==> config.mk <==
export PLATFORM = sky130hd
export DESIGN_NAME = hdmi_timing_gen
export DESIGN_NICKNAME = d
export VERILOG_FILES = /design/src/rtl/hdmi_timing_gen.sv
export SDC_FILE = /design/constraint.sdc
export NUM_CORES = 1
export LEC_CHECK = 0
export ABC_AREA = 1
export CAP_MARGIN = 25
export CORE_MARGIN = 4
export CORE_UTILIZATION = 25
export DETAILED_ROUTE_END_ITERATION = 10
export PLACE_DENSITY_LB_ADDON = 0.25
export SLEW_MARGIN = 20
export SYNTH_ARGS = -nofsm -noshare
export SYNTH_HDL_FRONTEND = slang
export SYNTH_SLANG_ARGS = --single-unit
==> constraint.sdc <==
create_clock -name clk -period 4.4 [get_ports clk]
set_clock_uncertainty 0.05 [all_clocks]
set_input_delay 1.1 -clock clk [delete_from_list [all_inputs] [get_ports clk]]
set_output_delay 1.1 -clock clk [all_outputs]
set_load 0.005 [all_outputs]
==> src/rtl/hdmi_timing_gen.sv <==
// Video timing generator: free-running h/v counters, a pixel request port, and a
// delay line that aligns syncs, data enable and markers with the returned pixel.
module hdmi_timing_gen #(
    parameter int H_ACTIVE = 720,
    parameter int H_FP     = 16,
    parameter int H_SYNC   = 62,
    parameter int H_BP     = 60,
    parameter int V_ACTIVE = 480,
    parameter int V_FP     = 9,
    parameter int V_SYNC   = 6,
    parameter int V_BP     = 30,
    parameter bit HS_POL   = 1'b0,
    parameter bit VS_POL   = 1'b0,
    parameter int PIX_LAT  = 2,
    parameter int CW       = 8,
    parameter int H_TOTAL  = H_ACTIVE + H_FP + H_SYNC + H_BP,
    parameter int V_TOTAL  = V_ACTIVE + V_FP + V_SYNC + V_BP,
    parameter int XW       = $clog2(H_TOTAL),
    parameter int YW       = $clog2(V_TOTAL)
) (
    input  logic            clk,
    input  logic            rst,
    input  logic [1:0]      mode,
    input  logic [3*CW-1:0] fill,
    input  logic [3*CW-1:0] pix_in,
    output logic            req_valid,
    output logic [XW-1:0]   req_x,
    output logic [YW-1:0]   req_y,
    output logic [3*CW-1:0] data,
    output logic            hsync,
    output logic            vsync,
    output logic            de,
    output logic            frame_start,
    output logic            line_start
);

    localparam logic [XW-1:0] H_LAST = XW'(H_TOTAL - 1);
    localparam logic [YW-1:0] V_LAST = YW'(V_TOTAL - 1);
    localparam int BAR_W = H_ACTIVE / 8;

    typedef struct packed {
        logic          active;
        logic          hs;
        logic          vs;
        logic          frame;
        logic          line;
        logic [1:0]    mode;
        logic [XW-1:0] x;
    } stage_t;

    localparam stage_t STAGE_IDLE = '{active: 1'b0, hs: ~HS_POL, vs: ~VS_POL,
                                      frame: 1'b0, line: 1'b0, mode: 2'd0, x: '0};

    logic [XW-1:0]   h_q, h_d;
    logic [YW-1:0]   v_q, v_d;
    logic [1:0]      mode_q, mode_d;
    logic [31:0]     h_ext, v_ext;
    logic [2:0]      bar;
    stage_t          cur_s, tap_s;
    logic [3*CW-1:0] data_q, data_d;
    logic            de_q, de_d, hsync_q, hsync_d, vsync_q, vsync_d;
    logic            frame_q, frame_d, line_q, line_d;

    always_comb begin
        h_d    = h_q + XW'(1);
        v_d    = v_q;
        mode_d = mode_q;
        if (h_q == H_LAST) begin
            h_d = '0;
            if (v_q == V_LAST) begin
                v_d    = '0;
                mode_d = mode;
            end else begin
                v_d = v_q + YW'(1);
            end
        end
    end

    // Flags for the current counter position; the frame's mode rides along so
    // pixels already in flight keep the pattern they were requested under.
    always_comb begin
        h_ext        = 32'(h_q);
        v_ext        = 32'(v_q);
        cur_s.active = (h_ext < H_ACTIVE) && (v_ext < V_ACTIVE);
        cur_s.hs     = ((h_ext >= H_ACTIVE + H_FP) && (h_ext < H_ACTIVE + H_FP + H_SYNC))
                       ? HS_POL : ~HS_POL;
        cur_s.vs     = ((v_ext >= V_ACTIVE + V_FP) && (v_ext < V_ACTIVE + V_FP + V_SYNC))
                       ? VS_POL : ~VS_POL;
        cur_s.frame  = (h_q == '0) && (v_q == '0);
        cur_s.line   = (h_q == '0) && (v_ext < V_ACTIVE);
        cur_s.mode   = mode_q;
        cur_s.x      = h_q;
        req_valid    = cur_s.active;
        req_x        = h_q;
        req_y        = v_q;
    end

    // tap_s lines up with the cycle in which pix_in answers the request.
    if (PIX_LAT == 0) begin : g_nolat
        always_comb tap_s = cur_s;
    end else begin : g_lat
        stage_t pipe_q [PIX_LAT];
        stage_t pipe_d [PIX_LAT];

        always_comb begin
            pipe_d[0] = cur_s;
            for (int unsigned i = 1; i < PIX_LAT; i++) begin
                pipe_d[i] = pipe_q[i-1];
            end
        end

        always_ff @(posedge clk) begin
            if (!rst) begin
                for (int unsigned i = 0; i < PIX_LAT; i++) begin
                    pipe_q[i] <= STAGE_IDLE;
                end
            end else begin
                pipe_q <= pipe_d;
            end
        end

        always_comb tap_s = pipe_q[PIX_LAT-1];
    end

    always_comb begin
        bar     = 3'(32'(tap_s.x) / BAR_W);
        de_d    = tap_s.active;
        hsync_d = tap_s.hs;
        vsync_d = tap_s.vs;
        frame_d = tap_s.frame;
        line_d  = tap_s.line;
        data_d  = '0;
        if (tap_s.active) begin
            case (tap_s.mode)
                2'd1:    data_d = {{CW{~bar[1]}}, {CW{~bar[2]}}, {CW{~bar[0]}}};
                2'd2:    data_d = fill;
                default: data_d = pix_in;
            endcase
        end
    end

    always_ff @(posedge clk) begin
        if (!rst) begin
            h_q     <= '0;
            v_q     <= '0;
            mode_q  <= mode;
            data_q  <= '0;
            de_q    <= 1'b0;
            hsync_q <= ~HS_POL;
            vsync_q <= ~VS_POL;
            frame_q <= 1'b0;
            line_q  <= 1'b0;
        end else begin
            h_q     <= h_d;
            v_q     <= v_d;
            mode_q  <= mode_d;
            data_q  <= data_d;
            de_q    <= de_d;
            hsync_q <= hsync_d;
            vsync_q <= vsync_d;
            frame_q <= frame_d;
            line_q  <= line_d;
        end
    end

    always_comb begin
        data        = data_q;
        de          = de_q;
        hsync       = hsync_q;
        vsync       = vsync_q;
        frame_start = frame_q;
        line_start  = line_q;
    end

endmodule

==> results.yml <==
die:
  coreArea_um2: 17360
  pin_count: 102
  die_width_um: 141.4
  start_util_pct: 25.61
  die-area_um2: 19980
  rows: 48
  die_y_um: 141.4
finish:
  fin_area_um2: 5904
  drive_gt1_share_pct: 12.32
  fin_nets: 765
  fillers: 1834
  antenna_cells: 0
  area_growth_pct: 32.82
yosys:
  synthesis.area_um2: 4446
  synth_top_cell_by_area: "dfxtp_1"
  postSynthCellCount: 616
  synth.avg_cell_area_um2: 7.217
  synth-edff-count: 2
  synth_common_cells: "nand2_1, inv_1, dfxtp_1"
  synth_ff_type: "dfxtp_1"
  yosys.area.top_type_share_pct: 37.38
  seq_area_frac_synth_pct: 38.73
  synthTopCellsByArea: "dfxtp_1, nand2_1, inv_1, a21oi_1, o21ai_0"
  synth_most_common_cell: "nand2_1"
  ys_types: 40
  synth-warning-count: 0
  ys_async_sr_fraction_pct: 0
  ys_ff_latch: 85
  syn_nets: 680
drt:
  drt-initial-drc-count: 210
  via_per_inst: 4.270
  routed_wl_um: 11400
  ant_nets: 0
  drtPass1Iterations: 4
  num_vias: 3975
  drc: 0
  wl_per_cell_um: 12.25
clock_tree:
  cts_made_buffers: 9
  clock_path_buffers: 2
  cts_setup_buffers: 0
  postCtsHoldBufs: 0
  cts-htree-levels: 3
  cts_tree: "built"
  clock_sinks: 85
  clk_latency_ps: 340
  cts.clk_slew.worst_paths_ps: 70
  root_buffer: "clkbuf_16"
  cts_resized: 0
min_path:
  min-delay-path-class: "reg -> reg"
  hold_depth: 2
place:
  dpl_cell_area_um2: 5595
  place_hpwl_um: 8413
  numPortBuffers: 101
  post-place-ws_ps: 923.0
  place_congestion: 0.7942
outcome:
  status: "finished, final reports clean"
sta:
  rsz0062_at_grt: "no"
  setup_viol: 0
  drv_slew: 0
  finalHoldViolCount: 0
  slew_headroom_pct: 40.37
  tightest_slew_ps: 894.5
  whs_ps: 361.0
  finalCriticalPeriod_ps: 3497
  post-route-period-util_pct: 79.47
  setup_slack_ps: 903.2
  tns_ps: 0
  timing.fmax_mhz: 286.0
global_routing:
  grt-ovfl-total: 0
  grt_pass1_wl_um: 18780
  grt_max_degree: 36
  grt_use_total_pct: 11.37
  antenna_found_initial: 0
  grt_pass1_vias: 3930
pwr:
  switchingPower_uw: 403.2
  p_total_uw: 1722
  internal_power_uw: 1319
  peakVddDrop_mv: 0.2370
  total_leakage_power_uw: 0.002664
  power_frac_comb_pct: 8.3
  p_sw_share_pct: 23.41
  power_density_nw_per_um2: 291.7
  power_frac_clock_pct: 45.2
  seq_power_share_pct: 46.5
worst_setup_path:
  arrival_ps: 3720
  startpoint_type: "register"
  r2r_cells: 26
  critPathMaxFanout: 11
  critical_path_class: "reg -> reg"
  required_ps: 4630
  end_kind: "register"
job:
  cap_violations: 0
flip-flops by register name, summed over array words and instances (netlist names):
| register | flops |
|---|---|
| line_d | 1 |
| req_y | 10 |
| req_x | 10 |
| de | 1 |
| data | 24 |
| g_lat.pipe_q | 12 |
| hsync | 1 |
| hsync_d | 1 |
| g_lat.pipe_d | 17 |
| vsync | 1 |
| de_d | 1 |
| frame_start | 1 |
| vsync_d | 1 |
| mode_q | 2 |
| line_start | 1 |
| frame_d | 1 |
routing by layer:
layer  wire length (µm)  track usage, %  vias to the layer above
li1                   -               -                     2129
met1               5333           14.26                     1750
met2               5371           19.14                       82
met3                492           2.899                       14
met4                204           3.570                        0
met5                  0               0                        -
kinds of logic (layout without fill, tap and decap cells):
kind of cell             count (synthesis)  after routing  share of synthesized area [%]
AO/OA/AOI/OAI                           90             90                          11.06
XOR/XNOR                                 8              8                          1.576
adder cells (fa/ha/maj)                 12             12                          3.377
flip-flops                              85             85                          38.73
buffers and inverters                  125            215                          11.57
AND/OR/NAND/NOR                        296            296                          33.69
cell usage in the layout, fill, tap and decap left out, drive strengths merged, types with 2 or more instances in the layout:
cell	netlist	routed
nor2	61	61
o2111ai	2	2
clkbuf	17	9
dfxtp	83	83
clkdlybuf4s50	0	101
edfxtp	2	2
clkinv	2	6
nand2	148	148
nand3	39	39
o22ai	2	2
ha	12	12
nor3	9	9
or2	7	7
xor2	6	6
xnor2	2	2
o21ai	38	38
inv	95	97
nor4	9	9
a21oi	45	45
nand4	21	21
stage by stage:
stage,cells,utilization [%]
after detailed placement,915,32.24
after CTS,931,34.02
after floorplan,616,-
final,931,34.02
after global routing,931,34.02
after global placement,915,32.24
critical path: stages, from the launching register on:
cell and delay (ps):
dfxtp_1 320, inv_2 80, ha_1 140, nand3_1 130, nor2_2 150, nand2_4 110, nand2_8 130, inv_2 60
nand2_1 70, nand2_2 100, nor2_2 190, nand2_1 100, nor2_2 160, nor2_4 60, nand2_1 70, nand4_1 90
nor3_2 340, nand3_2 250, inv_1 160, nand2_1 60, nand3_1 70, inv_1 40, nand2_1 70, nand2_2 80
nor2_8 220, nor2_2 60, nor2_2 60
worst paths after layout:
kind         slack [ps]              from               end
max                 900   g_lat.pipe_q[5]           data[2]
min                 360  g_lat.pipe_d[10]  g_lat.pipe_q[10]
max reg2reg         900   g_lat.pipe_q[5]           data[2]
min reg2reg         360  g_lat.pipe_d[10]  g_lat.pipe_q[10]
area by class of cell:
type                    count  area [µm²]  area share, %
flip-flops and latches     85        1722          29.16
clock inverters             7       83.83          1.420
repair buffers            102        1018          17.25
well taps                 225       281.5          4.768
multi-input cells         406        2210          37.42
clock buffers               9       225.2          3.814
inverters                  97       364.1          6.167
power by group through the flow:
stage | clock network, µW | logic (µW) | registers, µW
detailed placement | 0 | 143 | 819
CTS | 811 | 144 | 801
global route | 831 | 158 | 803
floorplan | 0 | 63.0 | 818
global placement | 0 | 144 | 819
finish | 779 | 142 | 801
(Power assumes the default switching activity.)
